==> src/rtl/regfile_operand_fetch.sv <==
// rtl/regfile_operand_fetch.sv - operand fetch stage between decode and execute
//
// Purpose: issues register-file BRAM reads for an accepted op, merges the
// 1-cycle BRAM read data with writeback forwarding, and holds the operands and
// payload stable while execute stalls.
//
// Build option: define ZERO_REG_EN to make register index 0 read as zero.
// Register 0 is then never forwarded and never updated in the hold registers.
// The BRAM is still read for index 0.
//
// Ports:
//   clk, rst_n                clock, synchronous active-low reset
//   flush                     kill the in-flight/held op
//   in_valid/in_ready         decode handshake; in_rs1, in_rs2, in_payload
//   rf_rd_en_a/b, rf_rd_addr_a/b, rf_rd_data_a/b
//                             BRAM read ports (data valid one cycle after enable)
//   wb_en, wb_addr, wb_data   writeback snoop
//   out_valid/out_ready       execute handshake; out_rs1_data, out_rs2_data, out_payload

module regfile_operand_fetch #(
    parameter int ADDR_WIDTH    = 5,
    parameter int DATA_WIDTH    = 32,
    parameter int PAYLOAD_WIDTH = 64
) (
    input  logic                     clk,
    input  logic                     rst_n,
    input  logic                     flush,
    input  logic                     in_valid,
    output logic                     in_ready,
    input  logic [ADDR_WIDTH-1:0]    in_rs1,
    input  logic [ADDR_WIDTH-1:0]    in_rs2,
    input  logic [PAYLOAD_WIDTH-1:0] in_payload,
    output logic                     rf_rd_en_a,
    output logic                     rf_rd_en_b,
    output logic [ADDR_WIDTH-1:0]    rf_rd_addr_a,
    output logic [ADDR_WIDTH-1:0]    rf_rd_addr_b,
    input  logic [DATA_WIDTH-1:0]    rf_rd_data_a,
    input  logic [DATA_WIDTH-1:0]    rf_rd_data_b,
    input  logic                     wb_en,
    input  logic [ADDR_WIDTH-1:0]    wb_addr,
    input  logic [DATA_WIDTH-1:0]    wb_data,
    output logic                     out_valid,
    input  logic                     out_ready,
    output logic [DATA_WIDTH-1:0]    out_rs1_data,
    output logic [DATA_WIDTH-1:0]    out_rs2_data,
    output logic [PAYLOAD_WIDTH-1:0] out_payload
);

`ifdef ZERO_REG_EN
    localparam bit ZERO_EN = 1'b1;
`else
    localparam bit ZERO_EN = 1'b0;
`endif

    logic                     out_valid_q, out_valid_d;
    logic                     fresh_q, fresh_d;
    logic                     fwd1_q, fwd1_d;
    logic                     fwd2_q, fwd2_d;
    logic [DATA_WIDTH-1:0]    fwd1_data_q, fwd1_data_d;
    logic [DATA_WIDTH-1:0]    fwd2_data_q, fwd2_data_d;
    logic [DATA_WIDTH-1:0]    hold1_q, hold1_d;
    logic [DATA_WIDTH-1:0]    hold2_q, hold2_d;
    logic [ADDR_WIDTH-1:0]    rs1_q, rs1_d;
    logic [ADDR_WIDTH-1:0]    rs2_q, rs2_d;
    logic [PAYLOAD_WIDTH-1:0] payload_q, payload_d;

    logic                     accept;
    logic                     zero1_in, zero2_in, zero1_held, zero2_held;
    logic                     hit1_in, hit2_in, hit1_held, hit2_held;
    logic [DATA_WIDTH-1:0]    op1, op2;

    always_comb begin
        // Gated by rst_n so no BRAM read is issued while reset is asserted.
        in_ready     = rst_n & ~flush & (~out_valid_q | out_ready);
        accept       = in_valid & in_ready;
        rf_rd_en_a   = accept;
        rf_rd_en_b   = accept;
        rf_rd_addr_a = in_rs1;
        rf_rd_addr_b = in_rs2;

        zero1_in   = ZERO_EN & (in_rs1 == '0);
        zero2_in   = ZERO_EN & (in_rs2 == '0);
        zero1_held = ZERO_EN & (rs1_q == '0);
        zero2_held = ZERO_EN & (rs2_q == '0);

        // A write in the accept cycle is not visible in the BRAM read data
        // (no read bypass), so it is captured here and wins in the fresh cycle.
        hit1_in   = wb_en & (wb_addr == in_rs1) & ~zero1_in;
        hit2_in   = wb_en & (wb_addr == in_rs2) & ~zero2_in;
        hit1_held = wb_en & (wb_addr == rs1_q) & ~zero1_held;
        hit2_held = wb_en & (wb_addr == rs2_q) & ~zero2_held;

        // Fresh cycle: BRAM data (or accept-cycle forward); later: hold regs.
        op1 = zero1_held ? '0 : (fresh_q ? (fwd1_q ? fwd1_data_q : rf_rd_data_a) : hold1_q);
        op2 = zero2_held ? '0 : (fresh_q ? (fwd2_q ? fwd2_data_q : rf_rd_data_b) : hold2_q);

        out_valid    = out_valid_q;
        out_rs1_data = op1;
        out_rs2_data = op2;
        out_payload  = payload_q;
    end

    always_comb begin
        out_valid_d = out_valid_q;
        if (out_valid_q & out_ready) out_valid_d = 1'b0;
        if (accept)                  out_valid_d = 1'b1;
        if (flush)                   out_valid_d = 1'b0;

        // accept is already low during flush, so this also clears on flush.
        fresh_d     = accept;
        fwd1_d      = accept & hit1_in;
        fwd2_d      = accept & hit2_in;
        fwd1_data_d = accept ? wb_data : fwd1_data_q;
        fwd2_data_d = accept ? wb_data : fwd2_data_q;
        rs1_d       = accept ? in_rs1 : rs1_q;
        rs2_d       = accept ? in_rs2 : rs2_q;
        payload_d   = accept ? in_payload : payload_q;

        // While an op is presented, keep the current operand and fold in any
        // writeback to its source register; it becomes visible next cycle.
        hold1_d = hold1_q;
        hold2_d = hold2_q;
        if (out_valid_q) begin
            hold1_d = hit1_held ? wb_data : op1;
            hold2_d = hit2_held ? wb_data : op2;
        end
    end

    always_ff @(posedge clk) begin
        if (!rst_n) begin
            out_valid_q <= 1'b0;
            fresh_q     <= 1'b0;
            fwd1_q      <= 1'b0;
            fwd2_q      <= 1'b0;
            fwd1_data_q <= '0;
            fwd2_data_q <= '0;
            hold1_q     <= '0;
            hold2_q     <= '0;
            rs1_q       <= '0;
            rs2_q       <= '0;
            payload_q   <= '0;
        end else begin
            out_valid_q <= out_valid_d;
            fresh_q     <= fresh_d;
            fwd1_q      <= fwd1_d;
            fwd2_q      <= fwd2_d;
            fwd1_data_q <= fwd1_data_d;
            fwd2_data_q <= fwd2_data_d;
            hold1_q     <= hold1_d;
            hold2_q     <= hold2_d;
            rs1_q       <= rs1_d;
            rs2_q       <= rs2_d;
            payload_q   <= payload_d;
        end
    end

endmodule

==> config.mk <==
export PLATFORM = sky130hd
export DESIGN_NAME = regfile_operand_fetch
export DESIGN_NICKNAME = d
export VERILOG_FILES = /design/src/rtl/regfile_operand_fetch.sv
export SDC_FILE = /design/constraint.sdc
export NUM_CORES = 1
export LEC_CHECK = 0
export CAP_MARGIN = 30
export CORE_MARGIN = 4
export CORE_UTILIZATION = 25
export DETAILED_ROUTE_END_ITERATION = 7
export DONT_BUFFER_PORTS = 1
export GPL_TIMING_DRIVEN = 0
export SLEW_MARGIN = 10
export SYNTH_ARGS = -nofsm -noshare
export SYNTH_HDL_FRONTEND = slang
export SYNTH_SLANG_ARGS = --single-unit
==> constraint.sdc <==
create_clock -name clk -period 1.95 [get_ports clk]
set_clock_uncertainty 0.05 [all_clocks]
set_input_delay 0.2925 -clock clk [delete_from_list [all_inputs] [get_ports clk]]
set_output_delay 0.2925 -clock clk [all_outputs]
set_load 0.01 [all_outputs]
==> metrics.txt, run 1 <==
IO Port Bufs 0; r2r endpoint out_payload[11]$_SDFFE_PN0P_; Cell Chain, Critical Path buf_4, clkbuf_2, a21oi_2; Die H 196 um; VDD IR max between 0.6 and 0.7 mV; Max Cap Viol 0; DR pass1 iterations 6; Seq/Total Area, Yosys 0.394; Reg clk slew, reported paths roughly 0.07 ns; Final ANT Viol Nets 0; Min-Delay Startpoint in_payload[40]; worst hold margin 0.0293 ns; Setup WS post-layout -0.00519 ns; most frequent cells in the layout 245 x nand2_1, 172 x dfxtp_1, 123 x o21ai_0; flop-to-flop setup slack about 0.13 ns; Post-Synth Simple-Gate Area 0.168; Core Region ~35,000 um2; # rows 68; crit end category primary output; number of global-route vias before repair roughly 9,100; aggregate global routing overflow 0; min Tclk post-route ~2 ns; Final Wtd Congestion approximately 0.85; DPL Wire Length 28,300 um; drt drc 0; Hold Crit Class in2reg; PwrDens between 700 and 800 nW/um2; CTS sink cnt 174; drt wl/cell 22.6 um; worst flop-to-flop path startpoint out_valid$_SDFFE_PP0P_; compound-cell area share of the yosys netlist 0.271; Worst Reg-to-Reg Cells 6; Starting Density 0.255; Slew Limit Fails 0; outcome finished with violations; Area after DPL ~9400 um2; period utilisation layout 1.00; largest net degree at the start of global routing 17; vias between 8,000 and 9,000; Synth Flop Type dfxtp_1; Tightest Pin Transition about 0.60 ns; die width ~200 um; Lkg Pwr between 3 and 4 nW; post-synthesis mux area share 0.0725; Synth Cell Area a little under 9000 um2; setup violation total in the final timing report 1; initial antenna violation count 2; die area 38,400 um2; number of DRC markers in iteration 0 roughly 590; RSZ-0062 raised after global routing true; GRT Total Usage 0.195; buffers and inverters on the worst path 2; Clk Latency, worst-skew pair about 0.45 ns; WHS Path Cells 2; post-route cell area approximately 12,000 um2; post-DR vias/cell between 5 and 6; most common cell after layout, fill and taps aside nand2_1; TritonCTS clock tree yes; Final Hold Viols 0; first-pass GRT wire length 56,800 um; crit-path max FO 10; Max Root-Sink Buffers 2; GRT busiest layer met2; Setup TNS -0.00519 ns; synthesized area per cell just under 8 um2; CP max stage cell a21oi_2; fmax between 500 and 600 MHz; met3 Track Usage GR 0.0574; CTS buffer count 17; Distinct cells, synth 31; layout net count 1,446; cells after synthesis 1,132; GR Util met1 0.226; Synthesis Warnings 0; number of flops mapped to enable cells by yosys 0; worst hold path endpoint out_payload[40]$_SDFFE_PN0P_; Async SR Flop Fraction 0; adder-cell area share of the yosys netlist 0; Synth Area in XOR/XNOR 0.0283; GRT met2 Usage 0.338; clock root buffer clkbuf_16; Setup crit start kind register; Post-Syn Nets 1,313; share of cells above drive strength 1 0.166; Seq cells post-synth about 170; largest family of logic cells by synthesized area compound AO/OA/AOI/OAI gates; drt total wl a little under 40,000 um; CP Data Arrival Time ~1.6 ns; kind of critical path reg2out; data required time of the worst path between 1.5 and 2 ns; Top Family by Delay on Critical Path buffers and inverters; Boundary Pins 323; Post-Place Worst Slack -0.680 ns; CP peak stage delay 0.37 ns; failing checks setup timing; Layout area overhead 35.7%; H-tree depth 4; worst slew margin relative to its limit 0.601
-- registers in the layout, indices dropped and copies added, names as in the netlist --
register     count
fresh_q          1
fwd1_data_q     32
fwd1_q           1
fwd2_q           1
hold1_q         32
hold2_q         32
out_payload     64
out_valid        1
rs1_q            5
rs2_q            5
-- report_power, final --
part	total [W]	switching [W]	internal, W	leakage, nW
Sequential	0.00382	0.000125	0.00370	1.42
Clock	0.00336	0.00161	0.00175	0.256
Combinational	0.00143	0.000869	0.000563	2.22
Total	0.00862	0.00261	0.00601	3.89
-- per-stage QoR --
stage,std cells,utilization,total power [W]
finish,1734,0.345,0.00862
floorplan,1132,-,0.00462
CTS,1730,0.333,0.00864
global route,1734,0.345,0.00895
detailed placement,1588,0.272,0.00498
global placement,1587,0.271,0.00495
-- metal layers --
layer / vias up / share of wire
met1: 4224 / 0.39
li1: 4160 / -
met5: - / 0.00033
met2: 424 / 0.48
met4: 2 / 0.033
met3: 53 / 0.089
-- how the worst max path moves through the flow --
stage                                to  depth (start not counted)                   start
3_3_place_gp   hold2_q[14]$_SDFFE_PN0P_                          5                   rst_n
6_report                out_rs1_data[6]                          3      fresh_q$_SDFF_PN0_
3_5_place_dp   hold1_q[12]$_SDFFE_PN0P_                          4  out_valid$_SDFFE_PP0P_
4_1_cts                out_rs1_data[28]                          4       fwd1_q$_SDFF_PN0_
5_1_grt                 out_rs1_data[6]                          3      fresh_q$_SDFF_PN0_
2_1_floorplan  hold1_q[11]$_SDFFE_PN0P_                          4  out_valid$_SDFFE_PP0P_
-- kinds of logic after synthesis --
| family | Yosys count |
|---|---|
| flops | 174 |
| buf+inv | 121 |
| xor+xnor | 20 |
| simple gates | 359 |
| mux | 64 |
| compound gates | 394 |
-- timing repair --
| action | CTS | global route |
|---|---|---|
| pin swaps | 4 | 4 |
| hold endpoints to repair | 106 | 0 |
| hold buffers | 108 | 0 |
| endpoints found under the setup margin | 240 | 137 |
| gates resized for setup | 140 | 75 |
| cloned | 0 | 2 |
| buffers inserted | 2 | 1 |
-- layout make-up --
type | instances | area (um2)
well taps | 455 | 569
plain buffers | 119 | 778
clock buffers | 22 | 474
clock inverters | 10 | 81.3
repair buffers | 114 | 1170
multi-input cells | 837 | 5420
inverters | 2 | 10.0
diodes | 1 | 2.50
flip-flops and latches | 174 | 3490
fillers | 3618 | 22700
-- synth_stat cells (all sizes together), types with 4 or more instances --
cell	number	area share
o21ai	128	0.072
o31a	32	0.032
a21boi	106	0.090
mux2i	64	0.072
buf	50	0.035
clkbuf	69	0.029
nor3	4	0.0023
a21oi	96	0.054
dfxtp	174	0.39
or3	32	0.023
nand2	245	0.10
xor2	8	0.0096
a31oi	32	0.023
xnor2	12	0.019
nor2	67	0.028
No activity file was read; power rests on OpenSTA's default activity.
==> run 2: changes to the inputs <==
- clock period: 1.95 -> 2.3 ns (I/O delays scaled with it)
==> run 2 against run 1 <==
The flow now finishes without violations. Critical path depth grew 1. Total power shrank 16%. First-iteration DRC count is 0.34% lower. Sequential share of layout area is 2.1 points higher. Final cell count shrank 0.46%. Sequential power shrank 15%. Global-route usage down 0.24 points. Hold slack lost 0.0086 ns. Register-to-register slack improved by 0.11 ns.
==> metrics.txt, run 2 (synthesis results as in run 1) <==
GRT Total Usage 0.193; PwrDens ~640 nW/um2; Setup crit start kind register; Final ANT Viol Nets 0; post-CTS setup buffers 0; Layout area overhead 26.4%; H-tree depth 4; drt wl/cell around 22 um; Lkg Pwr approximately 3.6 nW; Final Hold Viols 0; setup violation total in the final timing report 0; die width about 200 um; Starting Density 0.255; data required time of the worst path between 1.5 and 2 ns; fmax about 440 MHz; worst slew margin relative to its limit 0.472; Boundary Pins 323; drt total wl around 38,000 um; Core Region 34,700 um2; first-pass GRT wire length 56,000 um; VDD IR max around 0.53 mV; fill count between 3,000 and 4,000; TritonCTS clock tree yes; Setup WS post-layout about 0.026 ns; outcome finished clean; DPL Wire Length between 20,000 and 30,000 um; number of global-route vias before repair 8,985; most common cell after layout, fill and taps aside nand2_1; Reg clk slew, reported paths about 0.07 ns; Worst setup startpoint fwd1_q$_SDFF_PN0_; aggregate global routing overflow 0; CP Data Arrival Time 1.88 ns; Die H roughly 200 um; Tightest Pin Transition between 0.7 and 0.8 ns; RSZ-0062 raised after global routing false; worst flop-to-flop path startpoint out_valid$_SDFFE_PP0P_; fin util 0.322; most frequent cells in the layout 245 x nand2_1, 173 x dfxtp_1, 123 x o21ai_0; CTS buffer count 17; post-DR vias/cell approximately 5; Max Root-Sink Buffers 2; kind of critical path reg2out; IO Port Bufs 0; Clk Latency, worst-skew pair between 0.4 and 0.5 ns; max FFs per register between 60 and 70; Max Cap Viol 0; Slew Limit Fails 0; # rows slightly below 70; flop-to-flop setup slack around 0.24 ns; CTS sink cnt ~170; number of DRC markers in iteration 0 592; drt drc 0; initial antenna violation count 2; vias about 8,800; Post-Place Worst Slack -0.330 ns; crit end category primary output; layout net count roughly 1,400; worst hold margin between 0.02 and 0.025 ns; DR pass1 iterations 5; min Tclk post-route around 2.3 ns; largest net degree at the start of global routing 17; Min-Delay Startpoint flush; crit-path max FO 10; period utilisation layout 0.989; die area approximately 38,000 um2; share of cells above drive strength 1 0.0977; Final Wtd Congestion 0.853; clock root buffer clkbuf_16; Hold Crit Class in2reg
run 2: changes by cell type in the layout (fill, tap and decap cells not counted), sizes merged:
cell and change:
clkbuf -5, diode +1, dlygate4sd3 -4
run 2: worst max-delay path, stage by stage (launching register included):
cell and delay [ns]:
dfxtp_1 0.30, buf_2 0.23, buf_4 0.28, mux2i_1 0.14
a21oi_1 0.46
run 2: area by class of cell:
| class | count | area [um2] | share of cell area |
|---|---|---|---|
| plain buffers | 119 | 611 | 0.0546 |
| well taps | 455 | 569 | 0.0510 |
| diodes | 2 | 5.00 | 0.000448 |
| clock inverters | 10 | 81.3 | 0.00728 |
| clock buffers | 22 | 474 | 0.0424 |
| multi-input cells | 837 | 4880 | 0.437 |
| inverters | 2 | 10.0 | 0.000896 |
| flip-flops and latches | 174 | 3480 | 0.312 |
| repair buffers | 105 | 1060 | 0.0945 |
run 2: per-layer routing:
metal / vias up / GRT usage / wire length [um]
li1: 4141 / - / -
met3: 54 / 0.0598 / 3490
met2: 404 / 0.334 / 18600
met1: 4163 / 0.222 / 14800
met4: 0 / 0.0771 / 1240
met5: - / 0 / 0
run 2: through the flow:
step,TNS [ns],power (W),area [um2],instances
after floorplan,0,0.00391,8840,1132
after global placement,-38.78,0.00420,9410,1587
after detailed placement,-9.89,0.00422,9430,1588
after CTS,-0.122,0.00725,11100,1724
after global routing,0,0.00748,11200,1726
final,0,0.00720,11200,1726
run 2: repair_timing:
action / in CTS / in global routing
hold buffers: 104 / 0
setup endpoints to repair: 86 / 78
cloned: 0 / 0
endpoints found under the hold margin: 104 / 0
resized for setup: 43 / 12
run 2: final timing paths:
path,endpoint,depth (start not counted)
max,out_rs1_data[27],4
max reg2reg,out_payload[27]$_SDFFE_PN0P_,7
min reg2reg,rs2_q[2]$_SDFFE_PN0P_,2
min,out_valid$_SDFFE_PP0P_,2
run 2: power breakdown:
part,switching [W],internal [W]
combinational,0.000685,0.000414
clock,0.00138,0.00148
sequential,0.0000986,0.00314
==> run 3: changes to the inputs <==
- clock period: 2.3 -> 2.7 ns (I/O delays scaled with it)
==> run 3 against run 2 <==
Final cell count decreased by 6.0%. Die area stayed put. Critical path depth is the same. Design area is 10% lower. Global-route usage shrank 1.0 points. Routed wire length decreased by 5.0%. Sequential share of layout area up 3.6 points. Largest cell class unchanged.
==> metrics.txt, run 3 (synthesis results as in run 1) <==
outcome finished clean; IO Port Bufs 0; Top Metal Used met4; period utilisation layout 0.959; fmax about 390 MHz; Boundary Pins between 300 and 400; worst slew margin relative to its limit 0.463; post-route cell area around 10,000 um2; drt total wl 36,200 um; DR pass1 iterations 5; fill count ~3,900; crit end category primary output; Tightest Pin Transition ~0.81 ns; drt wl/cell approximately 22 um; Final Wtd Congestion 0.853; largest net degree at the start of global routing 17; met3 wire len around 3600 um; most frequent cells in the layout 245 x nand2_1, 174 x dfxtp_1, 123 x o21ai_0; Max Root-Sink Buffers 2; met2 wire len roughly 18,000 um; clock root buffer clkbuf_16; vias roughly 8,200; CP Data Arrival Time 2.13 ns; Area after DPL approximately 9400 um2; PwrDens 596 nW/um2; Starting Density 0.255; setup violation total in the final timing report 0; Reg clk slew, reported paths 0.07 ns; share of cells above drive strength 1 0.0720; Clk Latency, worst-skew pair roughly 0.46 ns; most common cell after layout, fill and taps aside nand2_1; Final Hold Viols 0; aggregate global routing overflow 0; Seq. cell area 3480 um2; Die H 196 um; crit-path max FO 10; CTS sink cnt ~170; number of DRC markers in iteration 0 between 500 and 600; Core Region 34,700 um2; Setup crit start kind register; DPL Wire Length roughly 28,000 um; drt drc 0; post-CTS setup buffers 0; die width slightly below 200 um; number of global-route vias before repair about 8,200; first-pass GRT wire length 52,700 um; VDD IR max around 0.45 mV; RSZ-0062 raised after global routing false; Lkg Pwr between 3 and 4 nW; max FFs per register 64; Final ANT Viol Nets 0; initial antenna violation count 2; H-tree depth 4; min Tclk post-route 2.59 ns; data required time of the worst path 2.25 ns; layout net count about 1,300; M1 WL roughly 14,000 um; TritonCTS clock tree yes; die area just under 40,000 um2; CTS buffer count 17; post-DR vias/cell about 5.1; Layout area overhead 13.2%; Tot Pwr ~0.006 W; kind of critical path reg2out; GRT Total Usage 0.183; # rows 68; Hold Crit Class in2reg; Slew Limit Fails 0; Max Cap Viol 0; area of the multi-input gates 4780 um2
[run 3: cell count changes in the layout (fill, tap and decap cells not counted), moves of 2 or more]
cell and delta:
dlygate4sd3_1 -103, a21oi_1 +26, a21oi_2 -26, buf_1 +7, clkbuf_1 +6, clkbuf_2 -6, buf_4 -5, clkbuf_4 -2
[run 3: worst paths after layout]
check	from	endpoint	slack [ns]	cells past startpoint
max	fwd1_q$_SDFF_PN0_	out_rs1_data[28]	0.11	4
min reg2reg	fwd1_data_q[20]$_SDFFE_PN0P_	fwd1_data_q[20]$_SDFFE_PN0P_	0.43	2
min	in_payload[24]	out_payload[24]$_SDFFE_PN0P_	0.03	2
max reg2reg	out_valid$_SDFFE_PP0P_	hold1_q[17]$_SDFFE_PN0P_	0.37	4
[run 3: worst max-delay path, cell delays in order (launching register included)]
cell     delay [ns]
dfxtp_1        0.30
buf_2          0.21
buf_2          0.38
mux2i_1        0.19
a21oi_1        0.58
[run 3: per-stage QoR]
step	setup WS, ns	TNS [ns]	util	cells	hold WS (ns)
after floorplan	0.999	0	-	1132	0.406
after global placement	-0.162	-5.60	0.271	1587	0.413
after detailed placement	0.0702	0	0.272	1588	0.423
after global routing	0.0589	0	0.288	1623	0.0203
after CTS	0.0590	0	0.288	1621	0.00838
final	0.112	0	0.288	1623	0.0316
[run 3: per-layer routing]
layer	up-vias	global-route usage
li1	3924	-
met4	0	0.0646
met2	393	0.316
met5	-	0
met3	42	0.0630
met1	3879	0.210
[run 3: final cells by class]
type / instances / share of cell area
sequential: 174 / 0.348
antenna: 2 / 0.000500
buffer: 119 / 0.0576
tap: 455 / 0.0569
clock inverter: 10 / 0.00813
inverter: 2 / 0.000750
timing repair buffer: 2 / 0.00250
multi-input combinational: 837 / 0.478
clock buffer: 22 / 0.0474
[run 3: repair_timing]
item,4_1_cts,5_1_grt
hold endpoints to repair,1,0
setup endpoints to repair,2,10
resized for setup,2,4
hold buffers,1,0
[run 3: power breakdown]
part           leakage [nW]  total, W  switching, W  internal [W]
combinational          1.50  0.000782      0.000538      0.000244
clock                 0.256   0.00242       0.00116       0.00126
sequential             1.42   0.00275     0.0000825       0.00267
total                  3.18   0.00596       0.00178       0.00418
==> RTL edit, RTL diff (config.mk and constraints of run 3) <==
Make the reset (`rst_n`) asynchronous in one clocked block. Comments in the files are not updated.
--- a/src/rtl/regfile_operand_fetch.sv
+++ b/src/rtl/regfile_operand_fetch.sv
@@ -128,3 +128,3 @@
 
-    always_ff @(posedge clk) begin
+    always_ff @(posedge clk or negedge rst_n) begin
         if (!rst_n) begin
Check against the original RTL: differs if rst_n is asserted again (counterexample within 4 cycles, from zero or initial values and one cycle with rst_n low); with rst_n held inactive, the same outputs for 10 cycles.
==> RTL edit against run 3 <==
The flow now finishes with violations (hold timing). Cell area decreased by 4.0%. Routed wire length decreased by 21%. Register-to-register slack lost 20 ps. Sequential cell count is the same. Critical path depth stayed put. Setup slack worse by 4.6 ps. Area after synthesis fell by 4.3%. Critical endpoint is now out_rs1_data[11].
Power is not compared: it rests on default switching activity, and its combinational part moved more than twofold at a synthesized area within 25%.
==> RTL edit: results (changes against run 3) <==
* Result of the run: complete, but fails checks (was completed)
* Failing checks: hold timing
* Post-layout net count at 905 (was 1334)
* Via count of the routed design at 5923 (was 8238)
* DP Area at 9020 um^2 (was 9430 um^2)
* Number of antenna violations at the first check in global routing at 4 (was 2)
* CP startpoint: fwd1_q$_DFF_PN0_ (was fwd1_q$_SDFF_PN0_)
* Cell count after synthesis at 705 (was 1132)
* Post-CTS Setup Repair Bufs at 1 (was 0)
* Number of iterations in the first detailed-routing pass at 4 (was 5)
* Pin count of the biggest net entering global routing at 177 (was 17)
* Portion of the post-synthesis area used by sequential elements at 0.515 (was 0.394)
* Reported net switching power at 2.61 mW
* Final cell count without fillers at 1187 (was 1623)
* Share of flip-flops with an asynchronous set or reset at 1.00 (was 0)
* Max FFs per register at 64 (unchanged)
* Worst endpoint data arrival time at 2140 ps
* Commonest cells in the synthesized netlist: dfrtp_1, mux2_2, nor2b_1 (was nand2_1, dfxtp_1, o21ai_0)
* Critical path fanouts, max at 10 (unchanged)
* Estimated wirelength of the detail-placed design at 20.5 mm (was 28.3 mm)
* Endpoints failing hold at 174 (was 0)
* Starting DRC count in detailed routing at 253 (was 568)
* First-pass GRT wire length at 41.8 mm (was 52.7 mm)
* Launch point of the worst reg-to-reg path: out_valid$_DFFE_PN0P_ (was out_valid$_SDFFE_PP0P_)
* Worst Hold Slack at -385 ps (was 31.6 ps)
* Layout cells sized above 1 at 0.262 (was 0.0720)
* Post-synth cell types at 23 (was 31)
* Worst min path class: in -> async (was in -> reg)
* Kind of cell adding the most delay to the critical path: buffers and inverters (unchanged)
* Critical-path top delay cell: buf_2 (was a21oi_1)
* Yosys warnings at 0 (unchanged)
* Biggest cell delay along the critical path at 440 ps (was 580 ps)
* All-layer global routing usage at 0.153 (was 0.183)
* Static Leak at 3.92 nW
* Placer Congestion at 0.815 (was 0.853)
* Reg2Reg Depth at 6 (was 4)
* Clock network latency to the later pin of the worst-skew pair at between 400 and 500 ps
* Total Wirelength at 28.5 mm (was 36.2 mm)
* Syn_nets at 886 (was 1313)
* Transition at the pin with the smallest max-transition slack at 767 ps (was 805 ps)
* Number of gates resized after CTS at 9 (was 2)
* Top post-synthesis cells by area: dfrtp_1, mux2_2, a221o_1 (was dfxtp_1, nand2_1, a21boi_0)
* Reg2reg end: fwd1_data_q[20]$_DFFE_PN0P_ (was hold1_q[17]$_SDFFE_PN0P_)
* Number of buffers created by CTS at 17 (unchanged)
* Worst reg2reg setup slack at 350 ps (was 370 ps)
* Number of I/O port buffers at 0 (unchanged)
* Vias in the first global route at 6301 (was 8217)
* Level count of the clock H-tree at 4 (unchanged)
-- RTL edit: cell count changes in the layout (fill, tap and decap cells not counted), moves of 35 or more --
cell,before,now
o21ai_0,123,0
a21oi_1,94,59
dfrtp_1,0,174
clkbuf_1,68,14
a21boi_0,99,0
nor2b_1,2,65
mux2_2,0,106
dfxtp_1,174,0
nand2_1,245,4
a221o_1,0,64
-- RTL edit: layout make-up --
cell class,count,area [um^2]
tap,448,561
inverter,2,7.51
fill,3463,23800
clock buffer,21,460
clock inverter,11,85.1
multi-input combinational,464,3750
timing repair buffer,1,7.51
buffer,64,380
antenna,2,5.00
sequential,174,4350
-- RTL edit: how the worst max path moves through the flow --
stage               slack (ps)  depth (start not counted)                     endpoint
finish                     110                          4             out_rs1_data[11]
CTS                          1                          4             out_rs2_data[20]
global placement           260                          4              out_rs2_data[0]
detailed placement         230                          4              out_rs2_data[0]
global route                 4                          4             out_rs1_data[14]
floorplan                  890                          6  out_payload[21]$_DFFE_PN0P_
-- RTL edit: through the flow --
stage,power [mW],setup WS (ps)
CTS,8.06,1.24
finish,7.97,107
detailed placement,5.63,234
global placement,5.57,261
floorplan,5.14,893
global route,8.44,3.58
-- RTL edit: kinds of logic after synthesis --
kind of cell | share of synthesized area
flip-flops | 0.515
multiplexers | 0.217
AND/OR/NAND/NOR | 0.0866
AO/OA/AOI/OAI | 0.117
buffers and inverters | 0.0444
XOR/XNOR | 0.0207
-- RTL edit: routing by layer --
layer  vias to the layer above  track usage  share of wire
met5                         -            0         0.0016
met1                      3013        0.186           0.40
met2                       280        0.244           0.47
li1                       2577            -              -
met4                         8       0.0467          0.022
met3                        45       0.0682           0.10
